## src/rtl/core_inst_pkg.sv

```systemverilog
// Shared definitions for the per-core instruction sequencer: instruction word
// layout, sequencer states and a small helper that packs the two address fields.
package core_inst_pkg;

  localparam int INST_W        = 19;
  localparam int INST_DIV      = 18;
  localparam int INST_ACC      = 17;
  localparam int INST_OFIFO_RD = 16;
  localparam int INST_QK_HI    = 15;
  localparam int INST_QK_LO    = 12;
  localparam int INST_PM_HI    = 11;
  localparam int INST_PM_LO    = 8;
  localparam int INST_EXEC     = 7;
  localparam int INST_LOAD     = 6;
  localparam int INST_QMEM_RD  = 5;
  localparam int INST_QMEM_WR  = 4;
  localparam int INST_KMEM_RD  = 3;
  localparam int INST_KMEM_WR  = 2;
  localparam int INST_PMEM_RD  = 1;
  localparam int INST_PMEM_WR  = 0;

  typedef enum logic [3:0] {
    S_IDLE,
    S_QWR,
    S_KWR,
    S_KLOAD,
    S_GAP1,
    S_EXEC,
    S_GAP2,
    S_DRAIN,
    S_SFP,
    S_DONE
  } seq_state_e;

  function automatic logic [INST_W-1:0] inst_addr(input logic [3:0] qk, input logic [3:0] pm);
    logic [INST_W-1:0] w;
    w = '0;
    w[INST_QK_HI:INST_QK_LO] = qk;
    w[INST_PM_HI:INST_PM_LO] = pm;
    return w;
  endfunction

endpackage

```

## src/rtl/core_inst_sequencer_if.sv

```systemverilog
// Host/core-facing bundle of the sequencer: host vector stream, run control,
// core instruction/data outputs and captured normalized rows.
interface core_inst_sequencer_if
  import core_inst_pkg::*;
#(
  parameter int bw  = 4,
  parameter int pr  = 16,
  parameter int col = 8
);

  localparam int BW_PSUM = 2*bw + 4;

  logic                     start;
  logic                     abort;
  logic [pr*bw-1:0]         vec_in;
  logic                     vec_valid;
  logic                     vec_ready;
  logic                     fifo_empty;
  logic [BW_PSUM*col-1:0]   sfp_out;
  logic [INST_W-1:0]        inst;
  logic [pr*bw-1:0]         mem_in;
  logic [BW_PSUM*col-1:0]   res_data;
  logic                     res_valid;
  logic                     busy;
  logic                     done;

  modport master (
    output start, abort, vec_in, vec_valid, fifo_empty, sfp_out,
    input  vec_ready, inst, mem_in, res_data, res_valid, busy, done
  );

  modport slave (
    input  start, abort, vec_in, vec_valid, fifo_empty, sfp_out,
    output vec_ready, inst, mem_in, res_data, res_valid, busy, done
  );

endinterface

```

## src/rtl/sfp_row_timer.sv

```systemverilog
// Per-row sub-counter for SFP normalization: decodes the acc_ready window,
// the div_ready window and the final (capture) cycle of each row.
module sfp_row_timer #(
  parameter int div_wait = 3
) (
  input  logic clk,
  input  logic reset_n,
  input  logic en,
  output logic acc,
  output logic div,
  output logic last
);

  localparam int S_LAST = 5 + div_wait;
  localparam int S_W    = $clog2(S_LAST + 1);

  logic [S_W-1:0] s;

  always_ff @(posedge clk or negedge reset_n) begin
    if (!reset_n) begin
      s <= '0;
    end else if (!en || last) begin
      s <= '0;
    end else begin
      s <= s + 1'b1;
    end
  end

  assign last = (s == S_W'(S_LAST));
  assign acc  = (s == S_W'(2)) || (s == S_W'(3));
  assign div  = (s >= S_W'(6));

endmodule

```

## src/rtl/core_inst_sequencer.sv

```systemverilog
// Autonomous instruction sequencer for one attention core: writes Q/K, loads K,
// executes, drains ofifo into pmem and normalizes each row through the SFP.
module core_inst_sequencer
  import core_inst_pkg::*;
#(
  parameter int bw       = 4,
  parameter int pr       = 16,
  parameter int col      = 8,
  parameter int n_q      = 8,
  parameter int gap_cyc  = 10,
  parameter int div_wait = 3
) (
  input logic                  clk,
  input logic                  reset_n,
  core_inst_sequencer_if.slave bus
);

  localparam int BW_PSUM = 2*bw + 4;
  // Counter must hold col+1 (KLOAD tail), gap_cyc-1, n_q-1 and expose 4 address bits.
  localparam int M1      = (col + 1 > 15) ? col + 1 : 15;
  localparam int M2      = (gap_cyc > M1) ? gap_cyc : M1;
  localparam int CNT_MAX = (n_q > M2) ? n_q : M2;
  localparam int CNT_W   = $clog2(CNT_MAX + 1);

  seq_state_e               state, state_d;
  logic [CNT_W-1:0]         cnt, cnt_d, cnt_m1, cnt_inc;
  logic [INST_W-1:0]        inst_q, inst_d;
  logic [pr*bw-1:0]         mem_in_q, mem_in_d;
  logic [BW_PSUM*col-1:0]   res_data_q, res_data_d;
  logic                     vec_ready_q, vec_ready_d;
  logic                     res_valid_q, res_valid_d;
  logic                     done_q, done_d;
  logic                     busy_q, busy_d;
  logic                     accept;
  logic                     t_acc, t_div, t_last;

  assign accept = bus.vec_valid & vec_ready_q;

  sfp_row_timer #(.div_wait(div_wait)) u_timer (
    .clk     (clk),
    .reset_n (reset_n),
    .en      ((state == S_SFP) && !bus.abort),
    .acc     (t_acc),
    .div     (t_div),
    .last    (t_last)
  );

  always_ff @(posedge clk or negedge reset_n) begin
    if (!reset_n) begin
      state       <= S_IDLE;
      cnt         <= '0;
      inst_q      <= '0;
      mem_in_q    <= '0;
      res_data_q  <= '0;
      vec_ready_q <= 1'b0;
      res_valid_q <= 1'b0;
      done_q      <= 1'b0;
      busy_q      <= 1'b0;
    end else begin
      state       <= state_d;
      cnt         <= cnt_d;
      inst_q      <= inst_d;
      mem_in_q    <= mem_in_d;
      res_data_q  <= res_data_d;
      vec_ready_q <= vec_ready_d;
      res_valid_q <= res_valid_d;
      done_q      <= done_d;
      busy_q      <= busy_d;
    end
  end

  // Every output is decided one cycle ahead and registered, so the instruction
  // for a given step appears on inst the cycle after the state that produced it.
  always_comb begin
    state_d     = state;
    cnt_d       = cnt;
    inst_d      = '0;
    mem_in_d    = mem_in_q;
    res_data_d  = res_data_q;
    vec_ready_d = 1'b0;
    res_valid_d = 1'b0;
    done_d      = 1'b0;
    cnt_m1      = cnt - 1'b1;
    cnt_inc     = cnt + 1'b1;

    case (state)
      S_IDLE: begin
        if (bus.start) begin
          state_d     = S_QWR;
          cnt_d       = '0;
          vec_ready_d = 1'b1;
        end
      end
      S_QWR: begin
        vec_ready_d = 1'b1;
        if (accept) begin
          inst_d               = inst_addr(cnt[3:0], 4'd0);
          inst_d[INST_QMEM_WR] = 1'b1;
          mem_in_d             = bus.vec_in;
          if (cnt == CNT_W'(n_q - 1)) begin
            state_d = S_KWR;
            cnt_d   = '0;
          end else begin
            cnt_d = cnt_inc;
          end
        end
      end
      S_KWR: begin
        vec_ready_d = 1'b1;
        if (accept) begin
          inst_d               = inst_addr(cnt[3:0], 4'd0);
          inst_d[INST_KMEM_WR] = 1'b1;
          mem_in_d             = bus.vec_in;
          if (cnt == CNT_W'(col - 1)) begin
            state_d     = S_KLOAD;
            cnt_d       = '0;
            vec_ready_d = 1'b0;
          end else begin
            cnt_d = cnt_inc;
          end
        end
      end
      S_KLOAD: begin
        // k=0 primes the array, k=1..col read K, k=col+1 is the trailing load.
        inst_d[INST_LOAD] = 1'b1;
        if ((cnt != '0) && (cnt <= CNT_W'(col))) begin
          inst_d[INST_KMEM_RD]             = 1'b1;
          inst_d[INST_QK_HI:INST_QK_LO]    = cnt_m1[3:0];
        end
        if (cnt == CNT_W'(col + 1)) begin
          state_d = S_GAP1;
          cnt_d   = '0;
        end else begin
          cnt_d = cnt_inc;
        end
      end
      S_GAP1, S_GAP2: begin
        if (cnt == CNT_W'(gap_cyc - 1)) begin
          state_d = (state == S_GAP1) ? S_EXEC : S_DRAIN;
          cnt_d   = '0;
        end else begin
          cnt_d = cnt_inc;
        end
      end
      S_EXEC: begin
        inst_d               = inst_addr(cnt[3:0], 4'd0);
        inst_d[INST_EXEC]    = 1'b1;
        inst_d[INST_QMEM_RD] = 1'b1;
        if (cnt == CNT_W'(n_q - 1)) begin
          state_d = S_GAP2;
          cnt_d   = '0;
        end else begin
          cnt_d = cnt_inc;
        end
      end
      S_DRAIN: begin
        if (!bus.fifo_empty) begin
          inst_d                = inst_addr(4'd0, cnt[3:0]);
          inst_d[INST_OFIFO_RD] = 1'b1;
          inst_d[INST_PMEM_WR]  = 1'b1;
          if (cnt == CNT_W'(n_q - 1)) begin
            state_d = S_SFP;
            cnt_d   = '0;
          end else begin
            cnt_d = cnt_inc;
          end
        end
      end
      S_SFP: begin
        inst_d               = inst_addr(4'd0, cnt[3:0]);
        inst_d[INST_PMEM_RD] = 1'b1;
        inst_d[INST_ACC]     = t_acc;
        inst_d[INST_DIV]     = t_div;
        if (t_last) begin
          res_valid_d = 1'b1;
          res_data_d  = bus.sfp_out;
          if (cnt == CNT_W'(n_q - 1)) begin
            state_d = S_DONE;
            cnt_d   = '0;
          end else begin
            cnt_d = cnt_inc;
          end
        end
      end
      S_DONE: begin
        done_d  = 1'b1;
        state_d = S_IDLE;
      end
      default: begin
        state_d = S_IDLE;
        cnt_d   = '0;
      end
    endcase

    if (bus.abort) begin
      state_d     = S_IDLE;
      cnt_d       = '0;
      inst_d      = '0;
      mem_in_d    = mem_in_q;
      res_data_d  = res_data_q;
      vec_ready_d = 1'b0;
      res_valid_d = 1'b0;
      done_d      = 1'b0;
    end

    busy_d = (state_d != S_IDLE) && (state_d != S_DONE);
  end

  assign bus.inst      = inst_q;
  assign bus.mem_in    = mem_in_q;
  assign bus.res_data  = res_data_q;
  assign bus.vec_ready = vec_ready_q;
  assign bus.res_valid = res_valid_q;
  assign bus.done      = done_q;
  assign bus.busy      = busy_q;

endmodule

```

## src/flat_wrapper.sv

```systemverilog
// flat-port wrapper written by rule: the top's interface ports become plain ports
module core_inst_sequencer_flat import core_inst_pkg::*;
#(
  parameter int bw       = 4,
  parameter int pr       = 16,
  parameter int col      = 8,
  parameter int n_q      = 8,
  parameter int gap_cyc  = 10,
  parameter int div_wait = 3
)
  (clk, reset_n, bus_start, bus_abort, bus_vec_in, bus_vec_valid, bus_fifo_empty, bus_sfp_out, bus_vec_ready, bus_inst, bus_mem_in, bus_res_data, bus_res_valid, bus_busy, bus_done);
  core_inst_sequencer_if #(.bw(bw), .pr(pr), .col(col)) bus_i ();
  input logic clk;
  input logic reset_n;
  input wire logic [$bits(bus_i.start)-1:0] bus_start;
  input wire logic [$bits(bus_i.abort)-1:0] bus_abort;
  input wire logic [$bits(bus_i.vec_in)-1:0] bus_vec_in;
  input wire logic [$bits(bus_i.vec_valid)-1:0] bus_vec_valid;
  input wire logic [$bits(bus_i.fifo_empty)-1:0] bus_fifo_empty;
  input wire logic [$bits(bus_i.sfp_out)-1:0] bus_sfp_out;
  output wire logic [$bits(bus_i.vec_ready)-1:0] bus_vec_ready;
  output wire logic [$bits(bus_i.inst)-1:0] bus_inst;
  output wire logic [$bits(bus_i.mem_in)-1:0] bus_mem_in;
  output wire logic [$bits(bus_i.res_data)-1:0] bus_res_data;
  output wire logic [$bits(bus_i.res_valid)-1:0] bus_res_valid;
  output wire logic [$bits(bus_i.busy)-1:0] bus_busy;
  output wire logic [$bits(bus_i.done)-1:0] bus_done;
  assign bus_i.start = bus_start;
  assign bus_i.abort = bus_abort;
  assign bus_i.vec_in = bus_vec_in;
  assign bus_i.vec_valid = bus_vec_valid;
  assign bus_i.fifo_empty = bus_fifo_empty;
  assign bus_i.sfp_out = bus_sfp_out;
  assign bus_vec_ready = bus_i.vec_ready;
  assign bus_inst = bus_i.inst;
  assign bus_mem_in = bus_i.mem_in;
  assign bus_res_data = bus_i.res_data;
  assign bus_res_valid = bus_i.res_valid;
  assign bus_busy = bus_i.busy;
  assign bus_done = bus_i.done;
  core_inst_sequencer #(.bw(bw), .pr(pr), .col(col), .n_q(n_q), .gap_cyc(gap_cyc), .div_wait(div_wait)) u_core (.clk(clk), .reset_n(reset_n), .bus(bus_i));
endmodule
```

## config.mk

```make
export PLATFORM = sky130hd
export DESIGN_NAME = core_inst_sequencer_flat
export DESIGN_NICKNAME = d
export VERILOG_FILES = /design/src/rtl/core_inst_pkg.sv /design/src/rtl/core_inst_sequencer_if.sv /design/src/rtl/sfp_row_timer.sv /design/src/rtl/core_inst_sequencer.sv /design/src/flat_wrapper.sv
export SDC_FILE = /design/constraint.sdc
export NUM_CORES = 1
export LEC_CHECK = 0
export ABC_AREA = 1
export CAP_MARGIN = 0
export CORE_MARGIN = 4
export CORE_UTILIZATION = 38
export CTS_CLUSTER_SIZE = 40
export DETAILED_ROUTE_END_ITERATION = 8
export PLACE_DENSITY = 0.76
export SETUP_SLACK_MARGIN = 0.4
export SLEW_MARGIN = 20
export SYNTH_ARGS = -nofsm -noshare
export SYNTH_HDL_FRONTEND = slang
export SYNTH_SLANG_ARGS = --single-unit
```

## constraint.sdc

```tcl
create_clock -name clk -period 1.5 [get_ports clk]
set_clock_uncertainty 0.15 [all_clocks]
set_input_delay 0.375 -clock clk [delete_from_list [all_inputs] [get_ports clk]]
set_output_delay 0.375 -clock clk [all_outputs]
set_load 0.05 [all_outputs]
```

Yosys cells after proc, flatten, opt, wreduce, memory -nomap -nowiden
Index checks and enable logic that the tools add are counted.

storage, ports and cells
  register bits after elaboration = 195
  latch bits = 0
  memory bits (writable) = 0
  memory bits (read-only) = 0
  output and inout bits = 183
  logic and storage cells = 100
  memories = 0

operators by class
  add/subtract/negate cells = 3
  multiply operators = 0
  div/mod/pow operators = 0
  order comparisons = 2
  equality and inequality tests = 20
  shifts and indexed selects = 0
  muxes and demuxes = 47
  bitwise operators = 2
  reductions and logical operators = 16

operators with widths
  cell                                                               number
  2-to-1 mux 4 bit                                                   22
  2-to-1 mux 16 bit                                                  2
  one-hot mux 4 bit (8 select lines)                                 1
  one-hot mux 4 bit (7 select lines)                                 1
  one-hot mux 5 bit (5 select lines)                                 1
  one-hot mux 3 bit (4 select lines)                                 2
  == test 4 x 3 -> 1 bit, second input constant                      5
  one-hot mux 4 bit (5 select lines)                                 1
  2-to-1 mux 19 bit                                                  1
  2-to-1 mux 17 bit                                                  1
  == test 4 x 2 -> 1 bit, second input constant                      4
  == test 4 bit, second input constant                               4
  2-to-1 mux 1 bit                                                   10
  inequality test 3 bit, second input constant                       3
  adder 4 x 1 -> 4 bit, second input constant                        2
  one-hot mux 1 bit (4 select lines)                                 2
  one-hot mux 2 bit (4 select lines)                                 1
  nonzero test 4 bit                                                 2
  AND reduction 3 bit                                                2
  AND reduction 5 bit                                                1
  == test 4 x 1 -> 1 bit, second input constant                      1
  greater-or-equal comparator 4 x 3 -> 1 bit, second input constant  1
  <= comparator 4 bit, second input constant                         1
  logical NOT 4 bit                                                  1
  13 further kinds                                                   18

Logic depth before layout (Yosys ltp)
  depth after elaboration = 7
  gate-level depth with buffers = 11

By module
From an unflattened synthesis, not the netlist that was laid out.

unflattened totals
  cell total of the unflattened synthesis = 783
  area, all modules = 8114.0 um^2

modules (own cells, without submodules)
  module               times used  cells an instance  area an instance (um^2)  seq. area each (um^2)
  core_inst_sequencer  1           754                7878.8                   4754.6
  sfp_row_timer        1           29                 235.2                    100.1

Worst setup path before layout
OpenSTA, ideal clock, no wires.

  path type = register to register
  start = reg u_core.vec_ready_q, in the netlist u_core.bus.vec_ready
  end = reg u_core.mem_in_q[10], in the netlist u_core.bus.mem_in[10]
  setup time = 66 ps
  arrival time = 1625 ps
  slack = -340 ps
  cell stages (with the launch flop) = 7
  buffers on the path = 2
  period minus slack after synthesis = 1840 ps
  cells stage by stage = dfrtp_1 > nand2_1 > inv_1 > clkbuf_1 > clkbuf_1 > nand3_1 > nand2_1

between the ends
  word-level cells in the longest chain between the ends = 2

ends and longest elaborated chain
  element                               RTL line                   source
  from (decl)                           core_inst_sequencer.sv:30  logic vec_ready_q, vec_ready_d;
  from (signal assigned)                core_inst_sequencer.sv:65  vec_ready_q <= vec_ready_d;
  AND 1 bit                             core_inst_sequencer.sv:37  assign accept = bus.vec_valid & vec_ready_q;
  AND reduction 3 bit (no source line)  n/a
  to (signal assigned)                  core_inst_sequencer.sv:63  mem_in_q <= mem_in_d;
  to (decl)                             core_inst_sequencer.sv:28  logic [pr*bw-1:0] mem_in_q, mem_in_d;

No other way between the ends.
A chain may end at the register's enable or synchronous reset.

Worst setup path after layout
  start = reg u_core.state[0]
  end = reg u_core.mem_in_q[23], in the netlist u_core.bus.mem_in[23]

between the ends
  word-level cells in the longest chain between the ends = 3

ends and longest elaborated chain
  element                                                           RTL line                   source
  from (decl)                                                       core_inst_sequencer.sv:25  seq_state_e state, state_d;
  from (signal assigned)                                            core_inst_sequencer.sv:60  state <= state_d;
  == test 4 x 1 -> 1 bit or == test 4 x 2 -> 1 bit (tied branches)  core_inst_sequencer.sv:86  case (state)
  OR reduction 2 bit (no source line) *                             n/a
  AND reduction 3 bit (no source line) *                            n/a

Mark *: on every way between the ends. The rest lies on a longest branch, timed or not.

==> metrics <==
Internal Power 12.0 mW; port bufs 348; Worst-Skew Late Latency 0.43 ns; largest net degree at the start of global routing 57; Clock Power Share 0.258; crit path launch type flop; Slew @ Worst Pin 0.357 ns; final WL 45.2 mm; Via density 5.41; share of cells above drive strength 1 0.678; Slew HR 0.762; drt wl/cell 25.5 µm; Hold Path Class primary input to asynchronous set/reset pin; setup tns final -76.64 ns; crit path kind flop to flop; first-pass GRT wire length 55.9 mm; CTS tree built; number of clock sinks 194; outcome complete, but fails checks; RSZ-0062 raised after global routing true; post-synth cell types 27; Vias 9586; num rows 53; failing checks negative setup slack; final worst path period share 1.35; root buffer cell clkbuf_16; Comb pwr share 0.389; Pins Over Slew Limit 0; top_reg_cell synth dfrtp_1; Area Growth Syn to Fin 134%; leakage power 8.78 nW; Overflow after GRT 0; Post-Synthesis Cells 916; fin nets 1648; Hold WS 0.191 ns; post-route setup slack -0.518 ns; GRT Total Usage 0.305; Residual DRC 0; Die Wd 154 µm; register area share after synthesis 0.603; non-filler cells, final 1771; initial core utilization 0.384; Routed Antenna Nets 0; vias in the first global route 9514; switching power 6.98 mW; Setup Viol. Count Final 372; MaxCap Viol Count 0; die height 154 µm; Netlist Area Pre-Place 8060 µm²; fmax 496 MHz; FFs w/ async S/R, synth 1.00; synthesized area per cell 8.80 µm²; Final HPWL DP 22.8 mm; Pwr Density 1010 nW/µm²; 1st-iter DRT viols 809; total number of yosys warnings 0; total CTS buffers 17; commonest non-fill, non-tap cell in the layout nand2_1; H-tree Lvls 4; initial antenna violation count 9; drt pass-1 iters 5; crit path capture type flop; Arrival @ worst endpoint 2.18 ns; die area 23600 µm²; core area 21000 µm²; Fin. Hold Viols 0; most frequent cells in the layout 243 x nand2_1, 215 x buf_12, 187 x dfrtp_2, 164 x clkdlybuf4s50_1, 159 x nand2_2; flops & latches, synth 194; CP required 1.66 ns; dpl cells 1585; IO Pins 349; CP max FO 12; Max rail drop VDD 0.000848 V; GPL Wtd Cong 0.880; Final Core Density 0.899; Max clock buf depth 2; fin crit period 2.02 ns; sequential power share 0.354; Worst-path clk slew 0.08 ns; Synthesized Nets 1089; Sw Share 0.368; number of synthesized flops with an enable pin 0
-- power groups by stage --
| stage | registers (mW) | logic, mW | clock network (mW) |
|---|---|---|---|
| after floorplan | 8.43 | 0.690 | 0 |
| after global placement | 6.67 | 6.15 | 0 |
| after detailed placement | 6.71 | 6.25 | 0 |
| after CTS | 6.60 | 6.62 | 4.84 |
| after global routing | 6.74 | 7.54 | 5.18 |
| final | 6.71 | 7.37 | 4.89 |
-- area by class of cell --
type,count,area [µm²]
Clock inverter,13,165
Sequential cell,194,5090
Timing Repair Buffer,584,8200
Fill cell,746,2110
Inverter,29,146
Antenna cell,8,20.0
Timing Repair inverter,1,20.0
Clock buffer,19,453
Multi-Input combinational cell,648,4400
Tap cell,275,344
-- path summary, 6_finish.rpt --
| kind | end | start | slack [ns] | depth (start not counted) |
|---|---|---|---|---|
| worst max-delay path | u_core.bus.mem_in[23] | u_core.state[0] | -0.52 | 10 |
| worst min-delay path | u_core.bus.mem_in[50] | reset_n | 0.19 | 2 |
| worst max register to register | u_core.bus.mem_in[23] | u_core.state[0] | -0.52 | 10 |
| worst min register to register | u_core.bus.res_data[67] | u_core.bus.res_data[67] | 0.37 | 2 |
| max in group asynchronous | u_core.bus.res_data[25] | reset_n | 0.43 | 3 |
| min in group clk | u_core.bus.res_data[92] | bus_sfp_out[92] | 0.32 | 3 |
-- state kept, by name (all words and copies together) (netlist names) --
| register | flops |
|---|---|
| u_core.bus.res_data | 96 |
| u_core.bus.mem_in | 64 |
| u_core.bus.inst | 18 |
| u_core.cnt | 4 |
| u_core.state | 4 |
| u_core.u_timer.s | 4 |
| u_core.bus.busy | 1 |
| u_core.bus.done | 1 |
| u_core.bus.res_valid | 1 |
| u_core.bus.vec_ready | 1 |
-- cells in the mapped netlist (2+ instances only) --
cell type / number / share of area
dfrtp_1: 194 / 0.60
nand3_2: 10 / 0.012
buf_4: 5 / 0.0047
nand2_2: 2 / 0.0016
inv_1: 25 / 0.012
nand4_1: 4 / 0.0031
clkbuf_1: 8 / 0.0037
o21ai_0: 8 / 0.0050
nand2_1: 473 / 0.22
nor2_1: 31 / 0.014
nor3_1: 8 / 0.0050
inv_2: 4 / 0.0019
ha_1: 7 / 0.011
nand3_1: 76 / 0.047
nor2_2: 2 / 0.0016
buf_6: 12 / 0.017
a21oi_1: 9 / 0.0056
a31oi_1: 3 / 0.0023
nor2_4: 3 / 0.0042
xnor2_1: 2 / 0.0022
xor2_1: 3 / 0.0033
o22ai_1: 3 / 0.0023
buf_2: 20 / 0.012
-- routing by layer --
| metal | track usage | share of wire |
|---|---|---|
| met3 | 0.0687 | 0.078 |
| met5 | 0 | 0.00029 |
| met4 | 0.162 | 0.073 |
| met1 | 0.340 | 0.34 |
| met2 | 0.544 | 0.51 |
-- metrics by stage --
stage	total power, mW	area, µm²	setup WS, ns
after floorplan	9.12	8800	-0.175
after global placement	12.8	15000	-0.432
after detailed placement	13.0	15000	-0.466
after CTS	18.1	17200	-0.338
after global routing	19.5	18800	-0.539
final	19.0	18800	-0.518
-- kinds of logic (layout without fill, tap and decap cells) --
| group | Yosys count | in the layout | synth area share |
|---|---|---|---|
| AO/OA/AOI/OAI | 27 | 27 | 0.0202 |
| adder cells (fa/ha/maj) | 7 | 7 | 0.0109 |
| AND/OR/NAND/NOR | 609 | 609 | 0.310 |
| buffers and inverters | 74 | 646 | 0.0511 |
| flip-flops | 194 | 194 | 0.603 |
| other | 0 | 8 | 0 |
| XOR/XNOR | 5 | 5 | 0.00544 |
-- critical path: stages, from the launching register on --
cell	delay (ns)
dfrtp_1	0.40
inv_2	0.06
buf_4	0.16
nor2_4	0.13
nand2_2	0.12
a21oi_4	0.17
buf_12	0.15
nand2_8	0.12
buf_16	0.18
nand2_1	0.16
nand2_2	0.10
-- timing repair --
item / 4_1_cts / 5_1_grt
setup endpoints to repair: 377 / 405
pin swaps: 69 / 85
hold buffers: 1 / 0
setup buffers: 54 / 60
gates cloned: 20 / 11
resized for setup: 160 / 287
hold endpoints to repair: 194 / 0
Power figures use the tool's default switching activity.
